`src/rtl/serial_sum_acc_if.sv`:
```
// serial_sum_acc_if: start/bit-pair handshake and result bundle for serial_sum_acc.
interface serial_sum_acc_if #(parameter int WIDTH = 8);
   logic             start;
   logic             bit_valid;
   logic             hs_sum;
   logic             hs_carry;
   logic             bit_ready;
   logic [WIDTH-1:0] result;
   logic             carry_out;
   logic             busy;
   logic             done;
   modport master (
      output start, bit_valid, hs_sum, hs_carry,
      input  bit_ready, result, carry_out, busy, done
   );
   modport slave (
      input  start, bit_valid, hs_sum, hs_carry,
      output bit_ready, result, carry_out, busy, done
   );
endinterface

```
`src/rtl/serial_sum_acc.sv`:
```
// serial_sum_acc: LSB-first serial adder completing half-adder bit pairs into a WIDTH-bit sum.
// Define SERIAL_SUM_ACC_SAT_EN to saturate result to all-ones on overflow.
module serial_sum_acc #(
   parameter int WIDTH = 8
) (
   input logic            clk,
   input logic            rst,
   serial_sum_acc_if.slave bus
);
   typedef enum logic [1:0] {IDLE, RUN, DONE} state_t;
   localparam int CW = $clog2(WIDTH);
   state_t           state;
   logic [CW-1:0]    cnt;
   logic             cin;
   logic [WIDTH-1:0] sh;
   logic             fsum, ncin, acc, last;
   logic [WIDTH-1:0] nsh;
   always_comb begin
      fsum = bus.hs_sum ^ cin;
      ncin = bus.hs_carry | (bus.hs_sum & cin);
      acc  = bus.bit_valid && state == RUN;
      last = cnt == CW'(WIDTH - 1);
      nsh  = {fsum, sh[WIDTH-1:1]};
   end
   always_ff @(posedge clk or posedge rst) begin
      if (rst) begin
         state         <= IDLE;
         cnt           <= '0;
         cin           <= 1'b0;
         sh            <= '0;
         bus.result    <= '0;
         bus.carry_out <= 1'b0;
         bus.bit_ready <= 1'b0;
         bus.busy      <= 1'b0;
         bus.done      <= 1'b0;
      end else begin
         bus.done <= 1'b0;
         if (state == IDLE) begin
            if (bus.start) begin
               state         <= RUN;
               cnt           <= '0;
               cin           <= 1'b0;
               sh            <= '0;
               bus.bit_ready <= 1'b1;
               bus.busy      <= 1'b1;
            end
         end else if (state == RUN) begin
            if (acc) begin
               sh  <= nsh;
               cin <= ncin;
               cnt <= last ? cnt : cnt + 1'b1;
               if (last) begin
                  state         <= DONE;
                  bus.bit_ready <= 1'b0;
                  bus.done      <= 1'b1;
                  bus.carry_out <= ncin;
`ifdef SERIAL_SUM_ACC_SAT_EN
                  bus.result    <= ncin ? '1 : nsh;
`else
                  bus.result    <= nsh;
`endif
               end
            end
         end else begin
            state    <= IDLE;
            bus.busy <= 1'b0;
         end
      end
   end
endmodule

```
`src/flat_wrapper.sv`:
```
// flat-port wrapper written by rule: the top's interface ports become plain ports
module serial_sum_acc_flat 
#(
   parameter int WIDTH = 8
)
  (clk, rst, bus_start, bus_bit_valid, bus_hs_sum, bus_hs_carry, bus_bit_ready, bus_result, bus_carry_out, bus_busy, bus_done);
  serial_sum_acc_if #(.WIDTH(WIDTH)) bus_i ();
  input logic clk;
  input logic rst;
  input wire logic [$bits(bus_i.start)-1:0] bus_start;
  input wire logic [$bits(bus_i.bit_valid)-1:0] bus_bit_valid;
  input wire logic [$bits(bus_i.hs_sum)-1:0] bus_hs_sum;
  input wire logic [$bits(bus_i.hs_carry)-1:0] bus_hs_carry;
  output wire logic [$bits(bus_i.bit_ready)-1:0] bus_bit_ready;
  output wire logic [$bits(bus_i.result)-1:0] bus_result;
  output wire logic [$bits(bus_i.carry_out)-1:0] bus_carry_out;
  output wire logic [$bits(bus_i.busy)-1:0] bus_busy;
  output wire logic [$bits(bus_i.done)-1:0] bus_done;
  assign bus_i.start = bus_start;
  assign bus_i.bit_valid = bus_bit_valid;
  assign bus_i.hs_sum = bus_hs_sum;
  assign bus_i.hs_carry = bus_hs_carry;
  assign bus_bit_ready = bus_i.bit_ready;
  assign bus_result = bus_i.result;
  assign bus_carry_out = bus_i.carry_out;
  assign bus_busy = bus_i.busy;
  assign bus_done = bus_i.done;
  serial_sum_acc #(.WIDTH(WIDTH)) u_core (.clk(clk), .rst(rst), .bus(bus_i));
endmodule
```
`config.mk`:
```
export PLATFORM = sky130hd
export DESIGN_NAME = serial_sum_acc_flat
export DESIGN_NICKNAME = d
export VERILOG_FILES = /design/src/rtl/serial_sum_acc_if.sv /design/src/rtl/serial_sum_acc.sv /design/src/flat_wrapper.sv
export SDC_FILE = /design/constraint.sdc
export NUM_CORES = 1
export LEC_CHECK = 0
export ABC_AREA = 1
export CAP_MARGIN = 40
export CORE_UTILIZATION = 50
export CTS_BUF_LIST = sky130_fd_sc_hd__clkbuf_16
export CTS_CLUSTER_DIAMETER = 60
export DETAILED_ROUTE_END_ITERATION = 8
export PLACE_DENSITY_LB_ADDON = 0.05
export SLEW_MARGIN = 15
export SYNTH_ARGS = -nofsm -noshare
export SYNTH_HDL_FRONTEND = slang
export SYNTH_SLANG_ARGS = --single-unit
```
`constraint.sdc`:
```
create_clock -name clk -period 2.6 [get_ports clk]
set_input_delay 0.39 -clock clk [delete_from_list [all_inputs] [get_ports clk]]
set_output_delay 0.39 -clock clk [all_outputs]
set_load 0.05 [all_outputs]
```
==> results.py <==
metrics = {
    "floorplanning": {
        "fp.dieW_um": 46.3,
        "fp.dieH_um": 46.3,
        "num_rows": 15,
        "core_area_mm2": 0.00178,
        "start_util_pct": 55.1,
        "die_area_mm2": 0.00215,
        "io_pins": 18,
    },
    "detailed_routing": {
        "wl_per_cell_um": 11.4,
        "route.detailed.drc": 0,
        "vias": 698,
        "dr.pass1.iters": 4,
        "routed_via_density": 4.88,
        "drt-initial-drc-count": 9,
        "routed_wirelength_um": 1640,
        "final_antenna_net_count": 0,
    },
    "clock_network": {
        "clk_path_buf_depth": 2,
        "root_buffer": "clkbuf_16",
        "cts.sinks": 25,
        "clkTransAtPathRegs_ns": 0.06,
        "cts_tree": "done",
        "cts_setup_buffers": 0,
        "post_cts_resized": 0,
        "numCtsBuffers": 3,
        "h-tree-depth": 1,
        "hold_buffers": 0,
        "clk_latency_ns": 0.25,
    },
    "synthesis": {
        "syn_inst": 98,
        "syn_area_per_cell_um2": 10.0,
        "synth.ff_latch_count": 25,
        "yosysWarnings": 0,
        "netlist_area_um2": 982,
        "synth.distinct_cells": 15,
        "synth_nets": 107,
        "seq_area_frac_synth_pct": 63.7,
    },
    "timing": {
        "max_freq_mhz": 555,
        "worst_pin_slew_ns": 0.497,
        "setup-violations-final": 0,
        "min_period_over_period_pct": 69.3,
        "slew_viol_final": 0,
        "setup_ws_ns": 0.799,
        "slew_headroom_pct": 66.7,
        "rsz0062_at_grt": "false",
        "final_hold_viol_count": 0,
        "skew_ns": 0.00315,
        "setup_tns_ns": 0,
        "period_needed_ns": 1.80,
    },
    "power": {
        "p_leak_uw": 0.000622,
        "ir_drop_uv": 746,
        "p_per_area_mw_per_mm2": 1270,
    },
    "global_routing": {
        "grt_max_degree": 26,
        "grt_pass1_vias": 624,
        "overflow": 0,
        "grt_usage_pct": 17.9,
        "antenna_found_initial": 0,
        "grt_pass1_wl_um": 2670,
    },
    "placed_design": {
        "place_ws_ns": 0.771,
        "gp_congestion": 0.735,
        "port_buffers": 17,
        "dpl.hpwl_um": 1070,
    },
    "setup_path": {
        "crit_type": "flip-flop to primary output",
        "worstPathMaxFanout": 2,
        "end_kind": "primary output",
        "cp_slowest_stage_delay_ns": 0.81,
        "crit_path_start_kind": "flip-flop",
        "cp_data_arrival_time_ns": 1.41,
        "required_ns": 2.21,
        "cp_cell_sequence": "clkdlybuf4s50_1",
        "path_buf_inv": 1,
        "slowest_stage": "clkdlybuf4s50_1",
        "path_delay_family": "buffers and inverters",
    },
    "layout": {
        "nFillCells": 139,
        "multi_input_comb_area_um2": 287,
        "register_area_um2": 626,
        "final_net_count": 128,
        "antennaDiodeCount": 0,
        "area.growth.synth_to_final_pct": 28.3,
        "layout_commonest_cell": "dfrtp_1",
        "final_layout_size_suffix_gt1_share_pct": 9.32,
        "fin_util_pct": 70.7,
        "final_cell_mix": "dfrtp_1 (25), nand2_1 (23), clkdlybuf4s50_1 (17), inv_1 (12), o21ai_1 (10)",
    },
    "hold_path": {
        "hold_class": "flip-flop to flip-flop",
    },
    "outcome": {
        "run_status": "finished, final reports clean",
    },
    "run": {
        "cap_violations": 0,
    },
}
## area by class of cell
| cell class | instances | share of cell area (%) |
|---|---|---|
| clock buffers | 3 | 5.96 |
| clock inverters | 1 | 0.298 |
| inverters | 14 | 4.17 |
| multi-input cells | 56 | 22.7 |
| flip-flops and latches | 25 | 49.7 |
| well taps | 25 | 2.48 |
| repair buffers | 19 | 14.7 |
## synthesized netlist by cell type
| cell type | n | area share (%) |
|---|---|---|
| o22ai_1 | 7 | 4.5 |
| o21ai_1 | 10 | 5.1 |
| nand4_1 | 1 | 0.64 |
| nand3_2 | 1 | 1.0 |
| inv_1 | 11 | 4.2 |
| ha_1 | 3 | 3.8 |
| nor2_1 | 4 | 1.5 |
| buf_4 | 1 | 0.76 |
| inv_2 | 3 | 1.1 |
| buf_2 | 2 | 1.0 |
| nor2_2 | 1 | 0.64 |
| nand2_2 | 1 | 0.64 |
| dfrtp_1 | 25 | 64 |
| nand2_1 | 23 | 8.8 |
| nand3_1 | 5 | 2.5 |
## where the power goes
part	internal (uW)	leakage [uW]	switching, uW
combinational	230	0.000259	438
clock	205	0.0000423	122
sequential	535	0.000321	69.8
## sequential cells by signal (all words and copies together) (netlist names)
| name | cells |
|---|---|
| u_core.state | 2 |
| u_core.cnt | 3 |
| u_core.bus.carry_out | 1 |
| u_core.bus.result | 8 |
| u_core.bus.done | 1 |
| u_core.bus.bit_ready | 1 |
| u_core.bus.busy | 1 |
| u_core.cin | 1 |
| u_core.sh | 7 |
## stage by stage
step                      cells  area (um2)  hold WS, ns  total power [uW]
after global routing        143        1260        0.508              1700
after CTS                   143        1260        0.473              1610
after floorplan              98         982        0.417              1080
after detailed placement    139        1180        0.457              1280
final                       143        1260        0.468              1600
after global placement      139        1180        0.454              1270
## path summary, 6_finish.rpt
| check | slack [ns] | startpoint | cells after the start | endpoint |
|---|---|---|---|---|
| worst max-delay path | 0.80 | u_core.bus.result[3] | 1 | bus_result[3] |
| worst min-delay path | 0.47 | u_core.bus.bit_ready | 2 | u_core.bus.bit_ready |
| worst max register to register | 1.12 | u_core.cnt[0] | 6 | u_core.state[0] |
| worst min register to register | 0.47 | u_core.bus.bit_ready | 2 | u_core.bus.bit_ready |
| max in group asynchronous | 1.88 | rst | 3 | u_core.bus.result[1] |
| min in group asynchronous | 0.48 | rst | 3 | u_core.bus.bit_ready |
## cells by family (layout without fill, tap and decap cells)
logic type,after synthesis,in the layout,synth area share [%]
and+or+nand+nor,36,36,15.8
DFF,25,25,63.7
AOI/OAI and AO/OA,17,17,9.55
buffers and inverters,17,37,7.13
adders and majority gates,3,3,3.82
## per-layer routing
metal  vias up  global-route usage (%)  routed length [um]
met5         -                       0                   0
met4         0                    7.06                  12
met3         2                    3.53                  51
met2        14                    30.0                 780
met1       325                    22.4                 791
li1        357                       -                   -
Note: power is estimated with default switching activity, not from simulation.
